File: src/rtl/light_pkg.sv
// Shared types and constants for the intersection light controller:
// state/phase encoding, default durations and counter-width sizing helpers.
package light_pkg;

    typedef enum logic [2:0] {
        RED_TO_NS = 3'd0,
        NS_GREEN  = 3'd1,
        NS_YELLOW = 3'd2,
        RED_TO_EW = 3'd3,
        EW_GREEN  = 3'd4,
        EW_YELLOW = 3'd5,
        WALK      = 3'd6
    } light_state_t;

    localparam int DEF_GREEN_TICKS   = 64;
    localparam int DEF_YELLOW_TICKS  = 16;
    localparam int DEF_ALL_RED_TICKS = 4;
    localparam int DEF_WALK_TICKS    = 32;
    localparam int DEF_MIN_GREEN     = 16;
    localparam int DEF_CNT_W         = 8;

    localparam logic DIR_NS = 1'b0;
    localparam logic DIR_EW = 1'b1;

    function automatic int max4(input int a, input int b, input int c, input int d);
        int m;
        m = a;
        if (b > m) m = b;
        if (c > m) m = c;
        if (d > m) m = d;
        return m;
    endfunction

    // Smallest width whose range covers 0..max_ticks-1.
    function automatic int min_cnt_w(input int max_ticks);
        int w;
        w = 1;
        for (int i = 1; i < 31; i++) begin
            if ((32'd1 << i) < max_ticks) w = i + 1;
        end
        return w;
    endfunction

endpackage

File: src/rtl/phase_timer.sv
// Phase counter: restarts at zero on clear and holds once it reaches limit.
module phase_timer #(
    parameter int CNT_W = 8
) (
    input  logic             clk,
    input  logic             reset,
    input  logic             clear,
    input  logic [CNT_W-1:0] limit,
    output logic [CNT_W-1:0] count,
    output logic             at_limit
);

    assign at_limit = (count == limit);

    always_ff @(posedge clk) begin
        if (reset || clear) begin
            count <= '0;
        end else if (!at_limit) begin
            count <= count + CNT_W'(1);
        end
    end

endmodule

File: src/rtl/intersection_light_ctrl.sv
// Two-direction intersection controller with latched pedestrian request,
// early green termination and an all-red walk phase. Moore outputs.
module intersection_light_ctrl
    import light_pkg::*;
#(
    parameter int GREEN_TICKS   = DEF_GREEN_TICKS,
    parameter int YELLOW_TICKS  = DEF_YELLOW_TICKS,
    parameter int ALL_RED_TICKS = DEF_ALL_RED_TICKS,
    parameter int WALK_TICKS    = DEF_WALK_TICKS,
    parameter int MIN_GREEN     = DEF_MIN_GREEN,
    parameter int CNT_W         = DEF_CNT_W
) (
    input  logic       clk,
    input  logic       reset,
    input  logic       ped_req,
    output logic       ns_r,
    output logic       ns_y,
    output logic       ns_g,
    output logic       ew_r,
    output logic       ew_y,
    output logic       ew_g,
    output logic       walk,
    output logic       ped_pending,
    output logic [2:0] phase
);

    localparam int MAX_TICKS = max4(GREEN_TICKS, YELLOW_TICKS, ALL_RED_TICKS, WALK_TICKS);

    generate
        if (GREEN_TICKS < 1 || YELLOW_TICKS < 1 || ALL_RED_TICKS < 1 || WALK_TICKS < 1 ||
            MIN_GREEN < 1 || MIN_GREEN > GREEN_TICKS || CNT_W < min_cnt_w(MAX_TICKS)) begin : g_bad_params
            $error("intersection_light_ctrl: illegal duration / counter width parameters");
        end
    endgenerate

    light_state_t     state;
    light_state_t     state_next;
    logic             ret_dir;
    logic [CNT_W-1:0] count;
    logic [CNT_W-1:0] limit;
    logic             at_limit;
    logic             min_green_done;
    logic             entering_walk;

    always_comb begin
        limit = '0;
        case (state)
            RED_TO_NS, RED_TO_EW: limit = CNT_W'(ALL_RED_TICKS - 1);
            NS_GREEN, EW_GREEN:   limit = CNT_W'(GREEN_TICKS - 1);
            NS_YELLOW, EW_YELLOW: limit = CNT_W'(YELLOW_TICKS - 1);
            WALK:                 limit = CNT_W'(WALK_TICKS - 1);
            default:              limit = '0;
        endcase
    end

    assign min_green_done = (count >= CNT_W'(MIN_GREEN - 1));

    always_comb begin
        state_next = state;
        case (state)
            RED_TO_NS: if (at_limit) state_next = ped_pending ? WALK : NS_GREEN;
            NS_GREEN:  if (at_limit || (ped_pending && min_green_done)) state_next = NS_YELLOW;
            NS_YELLOW: if (at_limit) state_next = RED_TO_EW;
            RED_TO_EW: if (at_limit) state_next = ped_pending ? WALK : EW_GREEN;
            EW_GREEN:  if (at_limit || (ped_pending && min_green_done)) state_next = EW_YELLOW;
            EW_YELLOW: if (at_limit) state_next = RED_TO_NS;
            WALK:      if (at_limit) state_next = (ret_dir == DIR_NS) ? NS_GREEN : EW_GREEN;
            default:   state_next = RED_TO_NS;
        endcase
    end

    assign entering_walk = (state_next == WALK) && (state != WALK);

    // Every state change restarts the phase count from zero.
    phase_timer #(.CNT_W(CNT_W)) u_timer (
        .clk      (clk),
        .reset    (reset),
        .clear    (state_next != state),
        .limit    (limit),
        .count    (count),
        .at_limit (at_limit)
    );

    always_ff @(posedge clk) begin
        if (reset) begin
            state       <= RED_TO_NS;
            ped_pending <= 1'b0;
            ret_dir     <= DIR_NS;
        end else begin
            state <= state_next;
            // Clearing on walk entry takes priority over a same-cycle press.
            if (entering_walk) begin
                ped_pending <= 1'b0;
                ret_dir     <= (state == RED_TO_EW) ? DIR_EW : DIR_NS;
            end else if (state != WALK && ped_req) begin
                ped_pending <= 1'b1;
            end
        end
    end

    assign ns_g  = (state == NS_GREEN);
    assign ns_y  = (state == NS_YELLOW);
    assign ns_r  = !(ns_g || ns_y);
    assign ew_g  = (state == EW_GREEN);
    assign ew_y  = (state == EW_YELLOW);
    assign ew_r  = !(ew_g || ew_y);
    assign walk  = (state == WALK);
    assign phase = state;

endmodule

File: config.mk
export PLATFORM = sky130hd
export DESIGN_NAME = intersection_light_ctrl
export DESIGN_NICKNAME = d
export VERILOG_FILES = /design/src/rtl/light_pkg.sv /design/src/rtl/phase_timer.sv /design/src/rtl/intersection_light_ctrl.sv
export SDC_FILE = /design/constraint.sdc
export NUM_CORES = 1
export LEC_CHECK = 0
export CORE_UTILIZATION = 53
export CTS_CLUSTER_SIZE = 25
export DETAILED_ROUTE_END_ITERATION = 6
export PLACE_DENSITY_LB_ADDON = 0.08
export SLEW_MARGIN = 20
export SYNTH_ARGS = -nofsm -noshare
export SYNTH_HDL_FRONTEND = slang
export SYNTH_HIERARCHICAL = 1
export SYNTH_SLANG_ARGS = --single-unit
File: constraint.sdc
create_clock -name clk -period 4.2 [get_ports clk]
set_input_delay 0.42 -clock clk [delete_from_list [all_inputs] [get_ports clk]]
set_output_delay 0.42 -clock clk [all_outputs]
set_load 0.01 [all_outputs]
==> results of run 1 <==
[worst reg2reg max path, stage by stage (launching register included)]
cell,delay [ns]
dfxtp_1,0.56
nor2_1,0.12
nand2_1,0.14
inv_1,0.09
or3_1,0.33
xnor2_1,0.18
nand4_1,0.19
nor2_1,0.54
xnor2_1,0.19
a21oi_1,0.06
a32oi_1,0.30
o2111ai_1,0.33
nor2_1,0.42
nand2_1,0.10
mux2i_1,0.13
[per-layer routing]
layer	GRT usage [%]	part of all wire [%]
met1	36.45	48
met2	35.14	46
met3	4.762	4.8
met4	14.55	0.91
met5	0	0
[cell usage in the layout (no fill, tap or decap), drive strengths merged, types with 3 or more instances in the layout]
cell type,n
inv,4
clkdlybuf4s50,13
a21oi,14
mux2i,6
dfxtp,13
clkbuf,4
or3,8
and4,4
nor2,7
nand2,12
o21ai,10
nand4,3
nand3,7
xnor2,10
or2,3
nor3,3
[cells in the mapped netlist, types with 4 or more instances]
cell type | count | area share (%)
a21oi_1 | 9 | 4.5
a21oi_2 | 5 | 4.3
clkbuf_1 | 4 | 1.5
dfxtp_1 | 13 | 26
inv_1 | 4 | 1.5
mux2i_1 | 6 | 5.9
nand2_1 | 12 | 4.5
nand3_1 | 7 | 3.5
nor2_1 | 7 | 2.6
o21ai_0 | 10 | 5.0
or3_1 | 8 | 5.0
xnor2_1 | 10 | 8.7
[worst max path at each step]
stage	to	cells past startpoint
after detailed placement	u_timer/count[0]$_SDFFE_PP0P_	14
final	u_timer/count[7]$_SDFFE_PP0P_	14
after global placement	u_timer/count[2]$_SDFFE_PP0P_	14
after floorplan	u_timer/count[0]$_SDFFE_PP0P_	16
after global routing	u_timer/count[5]$_SDFFE_PP0P_	14
after CTS	u_timer/count[0]$_SDFFE_PP0P_	14
[report_power, final]
part | switching [W] | internal (W) | leakage (nW) | total [W]
registers | 0.0000139 | 0.000130 | 0.106 | 0.000143
logic | 0.0000398 | 0.0000321 | 0.293 | 0.0000719
clock network | 0.0000387 | 0.0000368 | 0.0150 | 0.0000756
[kinds of logic after synthesis]
group / after synthesis
flops: 13
xor+xnor: 10
mux: 6
compound gates: 35
buf+inv: 11
simple gates: 55
fa+ha+maj: 1
other cells: 1
[state kept, by name, indices dropped and copies added, names as in the netlist]
register / count
phase: 3
ped_pending: 1
ret_dir: 1
u_timer/count: 8
[metrics by stage]
stage	util (%)	total power (W)	instances	instance area (µm²)	setup WS (ns)
global placement	65.11	0.0002146	166	1149	0.7625
detailed placement	65.11	0.0002168	166	1149	0.5471
global route	66.60	0.0003089	170	1175	0.1002
finish	66.60	0.0002909	170	1175	0.4428
floorplan	-	0.0001993	133	1015	0.9895
CTS	66.60	0.0002936	170	1175	0.5361
[final cells by class]
type                       instances  area, µm²
inverter                           4      15.01
timing repair buffer              15      145.1
fill                             164      589.3
clock buffer                       4      26.28
sequential                        13      260.3
tap                               25      31.28
multi-input combinational        109      696.9
==> results by group, run 1 <==
Clock network
  • Clk pin slew, worst setup/hold paths: 0.07 ns
  • Clock Path Buffers: 2
  • Setup bufs post-CTS: 0
  • Clock sink count: 13
  • CTS resizes: 0
  • CTS tree: built
  • # hold bufs at CTS: 0
  • H-tree levels: 1
  • Clk root buf: clkbuf_4
  • Total CTS buffers: 3
  • Clock Latency Late Sink: ~0.28 ns

STA
  • Crit path time final: approximately 3.8 ns
  • F_max: 266.2 MHz
  • # setup viols final: 0
  • Clk_skew: approximately 0.010 ns
  • Least-Margin Pin Slew: roughly 0.63 ns
  • RSZ-0062 raised after global routing: no
  • Fin Hold WS: approximately 0.52 ns
  • Max-slew violations: 0
  • Period utilisation layout: 89.46%
  • Relative slew slack: slightly below 60%
  • Final hold vios: 0
  • Final TNS setup: 0 ns

Critical path
  • CP arrival: between 3 and 4 ns
  • Most frequent CP cell: nor2_1
  • Startpoint Class: register
  • CP bufs+invs: 1
  • Crit path cell chain: nor2_1 -> nand2_1 -> inv_1 -> or3_1 -> xnor2_1 -> nand4_1 -> nor2_1 -> xnor2_1 -> a21oi_1 -> a32oi_1 -> o2111ai_1 -> nor2_1 -> nand2_1 -> mux2i_1
  • CP Launch Point: phase[2]$_SDFF_PP0_
  • Crit Reg-Reg Startpoint: phase[2]$_SDFF_PP0_
  • Delay-heaviest family, CP: simple AND/OR/NAND/NOR gates
  • Crit-path max FO: 13
  • Crit path capture type: register
  • Req. time, crit path: approximately 4.4 ns
  • Crit Path Class: reg2reg
  • Worst Reg2Reg Path Length in Cells: 14
  • Critical path's slowest cell: dfxtp_1
  • Critical Path Max Stage Delay: approximately 0.56 ns
  • R2r setup slk: between 0.4 and 0.5 ns
  • Worst r2r dst: u_timer/count[7]$_SDFFE_PP0P_

Yosys
  • Largest family of logic cells by synthesized area: simple AND/OR/NAND/NOR gates
  • Xor and xnor fraction of the mapped netlist area: just under 9%
  • EDFF count, synth: 0
  • Synth Area in Compound Gates: 22.40%
  • Synthesized instance count: roughly 130
  • Mux contribution to synthesized area: 5.941%
  • Yosys cell types: 35
  • Sequential share of the synthesized area: about 26%
  • Main synth FF type: dfxtp_1
  • Synth Cell Area: slightly above 1000 µm²
  • Post-Synth Adder-Cell Area: about 1.2%
  • Average cell area after synthesis: between 7 and 8 µm²
  • Synth Area in Simple Gates: between 20% and 30%
  • Yosys warns: 6
  • Asr flop ratio synth: 0%
  • #FFs+latches synth: 13

Global routing
  • Vias in the first global route: 900
  • GRT Residual Overflow: 0
  • First-pass GRT wire length: about 3.8 mm
  • GRT Resource Usage Total: between 20% and 30%
  • Largest net degree at the start of global routing: 14
  • Initial antenna violation count: 0

Layout
  • Layout cells sized above 1: roughly 11%
  • Post-layout net count: 150
  • Area Overhead vs Synth: 16.21%
  • Diodes inserted: 0

Route
  • Vias: 1,002
  • DR WL/cell: 14.16 µm
  • Drt drc: 0
  • Vias per std cell: approximately 6
  • Drt first pass iters: 4
  • Final WL: 2.408 mm
  • Final ANT Viol Nets: 0
  • Starting DRC count in detailed routing: 23

Hold path
  • Hold Path End: u_timer/count[7]$_SDFFE_PP0P_
  • Worst hold start: u_timer/count[7]$_SDFFE_PP0P_
  • Min-Delay Path Class: reg2reg
  • Hold path cells: 2

Pwr
  • Peak supply drop: approximately 0.18 mV
  • Pleak: just over 0.4 nW
  • Power per Cell Area: about 250 nW/µm²

Floorplan
  • Rows: 15
  • Die width: around 46 µm
  • # IOs: 14
  • Core ar.: approximately 1800 µm²
  • DIE AREA: ~2100 µm²
  • Die Y: ~46 µm
  • Starting Density: a little under three fifths

Flow run
  • Max cap viols: 0

Place
  • RePlAce Congestion: between 0.8 and 0.9
  • I/O Buffers: 13
  • Final HPWL DP: 1.798 mm

Status
  • Outcome: completed
(Power assumes the default switching activity.)
==> inputs of run 2 (changes only) <==
--- a/config.mk
+++ b/config.mk
@@ -5,7 +5,8 @@
 export SDC_FILE = /design/constraint.sdc
 export NUM_CORES = 1
 export LEC_CHECK = 0
-export CORE_UTILIZATION = 53
+export CORE_MARGIN = 3
+export CORE_UTILIZATION = 56
 export CTS_CLUSTER_SIZE = 25
 export DETAILED_ROUTE_END_ITERATION = 6
 export PLACE_DENSITY_LB_ADDON = 0.08
==> constraint.sdc (replaced) <==
create_clock -name clk -period 4.9 [get_ports clk]
set_input_delay 0.49 -clock clk [delete_from_list [all_inputs] [get_ports clk]]
set_output_delay 0.49 -clock clk [all_outputs]
set_load 0.01 [all_outputs]
==> run 2 against run 1 <==
Fmax is 2.6% lower. Largest cell class unchanged. Critical path type unchanged. Power is 14% lower. Global-route usage is 4.3 points lower. Critical endpoint is now u_timer/count[2]$_SDFFE_PP0P_. First-iteration DRC count is 100% higher.
==> results by group, run 2 (synthesis gave the netlist of run 1 again) <==
Pwr
  • Power per Cell Area: around 220 nW/µm²
  • Peak supply drop: around 0.15 mV
  • Final Power: about 0.00025 W
  • Pleak: just over 0.4 nW

Clock network
  • H-tree levels: 1
  • CTS tree: built
  • Setup bufs post-CTS: 0
  • Clock sink count: 13
  • CTS resizes: 0
  • Total CTS buffers: 3
  • Clk pin slew, worst setup/hold paths: about 0.080 ns
  • Clk root buf: clkbuf_4
  • Clock Latency Late Sink: roughly 0.28 ns
  • # hold bufs at CTS: 0
  • Clock Path Buffers: 2

Route
  • Starting DRC count in detailed routing: 46
  • Drt drc: 0
  • Vias per std cell: about 6.0
  • DR WL/cell: between 10 and 15 µm
  • Vias: 1,001
  • Drt first pass iters: 4
  • Final ANT Viol Nets: 0
  • Final WL: 2.299 mm

STA
  • Clk_skew: approximately 0.0029 ns
  • RSZ-0062 raised after global routing: no
  • Crit path time final: just under 4 ns
  • Least-Margin Pin Slew: between 0.6 and 0.7 ns
  • Relative slew slack: 55.36%
  • Max-slew violations: 0
  • # setup viols final: 0
  • F_max: 259.2 MHz
  • Fin Hold WS: 0.5021 ns
  • Period utilisation layout: about four fifths
  • Final hold vios: 0
  • Final TNS setup: 0 ns

Critical path
  • Crit Path Class: reg2reg
  • Crit-path max FO: 23
  • CP arrival: around 4 ns
  • Crit path capture type: register
  • Startpoint Class: register
  • Req. time, crit path: approximately 5 ns

Global routing
  • First-pass GRT wire length: around 4 mm
  • Initial antenna violation count: 0
  • GRT Resource Usage Total: 21.21%
  • Vias in the first global route: slightly below 900
  • GRT Residual Overflow: 0
  • Largest net degree at the start of global routing: 24

Layout
  • Most frequent cells in the layout: clkdlybuf4s50_1, dfxtp_1, nand2_1
  • Max reg flops: 8
  • Area Overhead vs Synth: 14.60%
  • Largest Register: u_timer/count
  • Diodes inserted: 0
  • Layout cells sized above 1: 9.790%
  • Core Util, Final: 72.68%
  • Post-layout net count: 148

Floorplan
  • Rows: 14
  • Core ar.: 1594 µm²
  • Die width: ~48 µm
  • Starting Density: 63.42%
  • # IOs: 14
  • DIE AREA: ~2400 µm²
  • Die Y: approximately 48 µm

Flow run
  • Max cap viols: 0

Place
  • I/O Buffers: 13
  • RePlAce Congestion: around 0.95
  • Final HPWL DP: between 1.5 and 2 mm

Status
  • Outcome: completed

Hold path
  • Min-Delay Path Class: reg2reg
[run 2: changes by cell type in the layout (fill, tap and decap cells not counted), sizes merged]
| cell | change |
|---|---|
| buf | -2 |
[run 2: where the power goes]
group | leakage [nW] | internal (W) | switching [W] | total (W)
sequential | 0.106 | 0.000111 | 0.0000139 | 0.000125
combinational | 0.282 | 0.0000266 | 0.0000316 | 0.0000581
clock | 0.0150 | 0.0000316 | 0.0000354 | 0.0000670
total | 0.403 | 0.000169 | 0.0000809 | 0.000250
[run 2: final cells by class]
| cell class | count | area (µm²) |
|---|---|---|
| multi-input combinational | 109 | 696.9 |
| fill | 127 | 435.4 |
| sequential | 13 | 260.3 |
| timing repair buffer | 13 | 130.1 |
| tap | 24 | 30.03 |
| clock buffer | 4 | 26.28 |
| inverter | 4 | 15.01 |
[run 2: final timing paths]
kind	start	endpoint	slack, ns	depth (start not counted)
min reg2reg	u_timer/count[7]$_SDFFE_PP0P_	u_timer/count[7]$_SDFFE_PP0P_	0.50	2
max	phase[0]$_SDFF_PP0_	u_timer/count[2]$_SDFFE_PP0P_	1.04	13
min	u_timer/count[7]$_SDFFE_PP0P_	u_timer/count[7]$_SDFFE_PP0P_	0.50	2
max reg2reg	phase[0]$_SDFF_PP0_	u_timer/count[2]$_SDFFE_PP0P_	1.04	13
[run 2: metal layers]
| metal | track usage [%] | share of wire (%) | vias up | wire length (µm) |
|---|---|---|---|---|
| li1 | - | - | 499 | - |
| met1 | 31.31 | 50 | 461 | 1148 |
| met2 | 29.82 | 43 | 36 | 994 |
| met3 | 3.681 | 5.1 | 5 | 117 |
| met4 | 9.479 | 1.7 | 0 | 38 |
| met5 | 0 | 0 | - | 0 |
[run 2: worst max-delay path, cell delays in order (launching register included)]
cell	delay [ns]
dfxtp_1	0.76
nor2_1	0.19
or3_1	0.40
xnor2_1	0.18
nand4_1	0.18
nor2_1	0.50
nand3_1	0.14
a21oi_1	0.17
o22ai_1	0.11
xnor2_1	0.17
o2111ai_1	0.33
nor2_1	0.44
nand2_1	0.10
mux2i_1	0.13
[run 2: through the flow]
| step | cell area [µm²] | cells | setup WS (ns) |
|---|---|---|---|
| final | 1159 | 167 | 1.042 |
| after global routing | 1159 | 167 | 0.5593 |
| after CTS | 1159 | 167 | 1.124 |
| after detailed placement | 1132 | 163 | 1.158 |
| after global placement | 1132 | 163 | 1.240 |
| after floorplan | 1015 | 133 | 1.690 |
==> inputs of run 3 (changes only) <==
--- a/config.mk
+++ b/config.mk
@@ -6,7 +6,7 @@
 export NUM_CORES = 1
 export LEC_CHECK = 0
 export CORE_MARGIN = 3
-export CORE_UTILIZATION = 56
+export CORE_UTILIZATION = 48
 export CTS_CLUSTER_SIZE = 25
 export DETAILED_ROUTE_END_ITERATION = 6
 export PLACE_DENSITY_LB_ADDON = 0.08
==> constraint.sdc (replaced) <==
create_clock -name clk -period 3.2 [get_ports clk]
set_input_delay 0.32 -clock clk [delete_from_list [all_inputs] [get_ports clk]]
set_output_delay 0.32 -clock clk [all_outputs]
set_load 0.01 [all_outputs]
==> run 3 against run 2 <==
Fmax is 24% higher. Worst hold slack better by 0.019 ns. Clock-buffer cell count unchanged. Critical path depth up 1. Clock skew down 0.0017 ns. Critical path type unchanged. Critical endpoint is now u_timer/count[6]$_SDFFE_PP0P_. Cell area grew 21%. First-iteration DRC count rose by 20%.
==> results by group, run 3 (synthesis gave the netlist of run 1 again) <==
Critical path
  • R2r setup slk: between 0.09 and 0.1 ns
  • Crit Path Class: reg2reg
  • CP Capture Point: u_timer/count[6]$_SDFFE_PP0P_
  • Req. time, crit path: between 3 and 4 ns
  • Crit-path max FO: 8
  • Startpoint Class: register
  • Crit path capture type: register
  • Worst Reg2Reg Path Length in Cells: 14
  • CP arrival: approximately 3.3 ns
  • Worst r2r dst: u_timer/count[6]$_SDFFE_PP0P_
  • Crit Reg-Reg Startpoint: phase[1]$_SDFF_PP0_
  • CP Launch Point: phase[1]$_SDFF_PP0_

Floorplan
  • Core ar.: 1858 µm²
  • # IOs: 14
  • DIE AREA: roughly 2700 µm²
  • Rows: 15
  • Die width: roughly 52 µm
  • Starting Density: 54.41%
  • Die Y: approximately 52 µm

Place
  • Post-DP Area: 1201 µm²
  • Placed Instances: 173
  • I/O Buffers: 13
  • Final HPWL DP: between 1.5 and 2 mm
  • Worst slack at placement: -0.02210 ns
  • RePlAce Congestion: between 0.9 and 1

STA
  • Max-slew violations: 0
  • Fin worst setup slack: ~0.098 ns
  • Period utilisation layout: between 90% and 100%
  • Final TNS setup: 0 ns
  • Least-Margin Pin Slew: about 0.52 ns
  • # setup viols final: 0
  • Fin Hold WS: between 0.5 and 0.6 ns
  • Relative slew slack: 64.98%
  • Crit path time final: between 3 and 4 ns
  • Final hold vios: 0
  • Clk_skew: 0.001202 ns
  • F_max: roughly 320 MHz

Status
  • Outcome: completed

Route
  • Drt first pass iters: 5
  • Final WL: 3.027 mm
  • Vias: about 1,100
  • Drt drc: 0
  • DR WL/cell: roughly 16 µm
  • Vias per std cell: 6.163
  • Final ANT Viol Nets: 0
  • Starting DRC count in detailed routing: between 50 and 60

Clock network
  • CTS tree: built
  • Clk pin slew, worst setup/hold paths: about 0.09 ns
  • Clock sink count: 13
  • Clk root buf: clkbuf_4
  • Clock Path Buffers: 2
  • Clock Latency Late Sink: roughly 0.28 ns
  • H-tree levels: 1
  • Total CTS buffers: 3

Pwr
  • Pleak: just over 0.5 nW
  • Power per Cell Area: 298.3 nW/µm²
  • Peak supply drop: around 0.22 mV

Global routing
  • Initial antenna violation count: 0
  • Largest net degree at the start of global routing: 14
  • Vias in the first global route: between 900 and 1,000
  • First-pass GRT wire length: around 4.4 mm
  • GRT Resource Usage Total: about 22%
  • GRT Residual Overflow: 0

Layout
  • Post-layout net count: about 160
  • Most common cell after layout, fill and taps aside: buf_4
  • Most frequent cells in the layout: buf_4, clkdlybuf4s50_1, nand2_1, o21ai_0, dfxtp_1
  • Layout cells sized above 1: roughly 31%
  • Largest Register: u_timer/count
  • Layout Cells excl Fill: 184
  • Area Overhead vs Synth: 38.12%
  • Max reg flops: 8
  • Design area: between 1000 and 1500 µm²
  • Diodes inserted: 0

Flow run
  • Max cap viols: 0

Hold path
  • Min-Delay Path Class: reg2reg
==> run 3: what timing repair did <==
action | CTS | global route
pin swaps | 0 | 12
hold buffers | 0 | 0
gates resized for setup | 3 | 27
setup buffers | 0 | 7
endpoints found under the setup margin | 6 | 8
==> run 3: how the worst min path moves through the flow <==
stage / from / end / slack [ns] / cells past startpoint
finish: u_timer/count[7]$_SDFFE_PP0P_ / u_timer/count[7]$_SDFFE_PP0P_ / 0.52 / 2
global route: u_timer/count[7]$_SDFFE_PP0P_ / u_timer/count[7]$_SDFFE_PP0P_ / 0.54 / 2
CTS: u_timer/count[7]$_SDFFE_PP0P_ / u_timer/count[7]$_SDFFE_PP0P_ / 0.52 / 2
detailed placement: u_timer/count[7]$_SDFFE_PP0P_ / u_timer/count[7]$_SDFFE_PP0P_ / 0.51 / 2
global placement: u_timer/count[7]$_SDFFE_PP0P_ / u_timer/count[7]$_SDFFE_PP0P_ / 0.53 / 2
floorplan: reset / phase[0]$_SDFF_PP0_ / 0.39 / 1
==> run 3: cell type report <==
cell class	count	area [µm²]
clock buffer	4	26.28
inverter	4	15.01
fill	115	461.7
sequential	13	271.5
tap	25	31.28
timing repair buffer	29	261.5
multi-input combinational	109	790.8
==> run 3: report_power, final <==
part / internal, W / switching [W]
Combinational: 0.0000575 / 0.0000618
Sequential: 0.000168 / 0.0000218
Clock: 0.0000484 / 0.0000587
==> run 3: metal layers <==
layer  wire length (µm)  GRT usage, %  vias to the layer above
li1                   -             -                      537
met1               1235         30.69                      518
met2               1408         33.26                       73
met3                319         3.152                        6
met4                 63         11.35                        0
met5                  0             0                        -
==> run 3: through the flow <==
stage	power, W	utilization, %
after global placement	0.0002907	64.65
after CTS	0.0004029	66.60
after detailed placement	0.0002936	64.65
after global routing	0.0004349	75.15
after floorplan	0.0002616	-
final	0.0004165	75.15
==> run 3: critical path, cell delays in order, from the launching register on <==
cell and delay [ns]:
dfxtp_4 0.40, nand2b_4 0.14, nor2_1 0.07, or3_4 0.39, xnor2_2 0.20, nand4_1 0.13
nor2_1 0.11, buf_4 0.17, nand3_2 0.08, a21oi_2 0.14, o22ai_2 0.11, xnor2_1 0.21
o2111ai_2 0.27, or3_1 0.44, mux2i_1 0.16
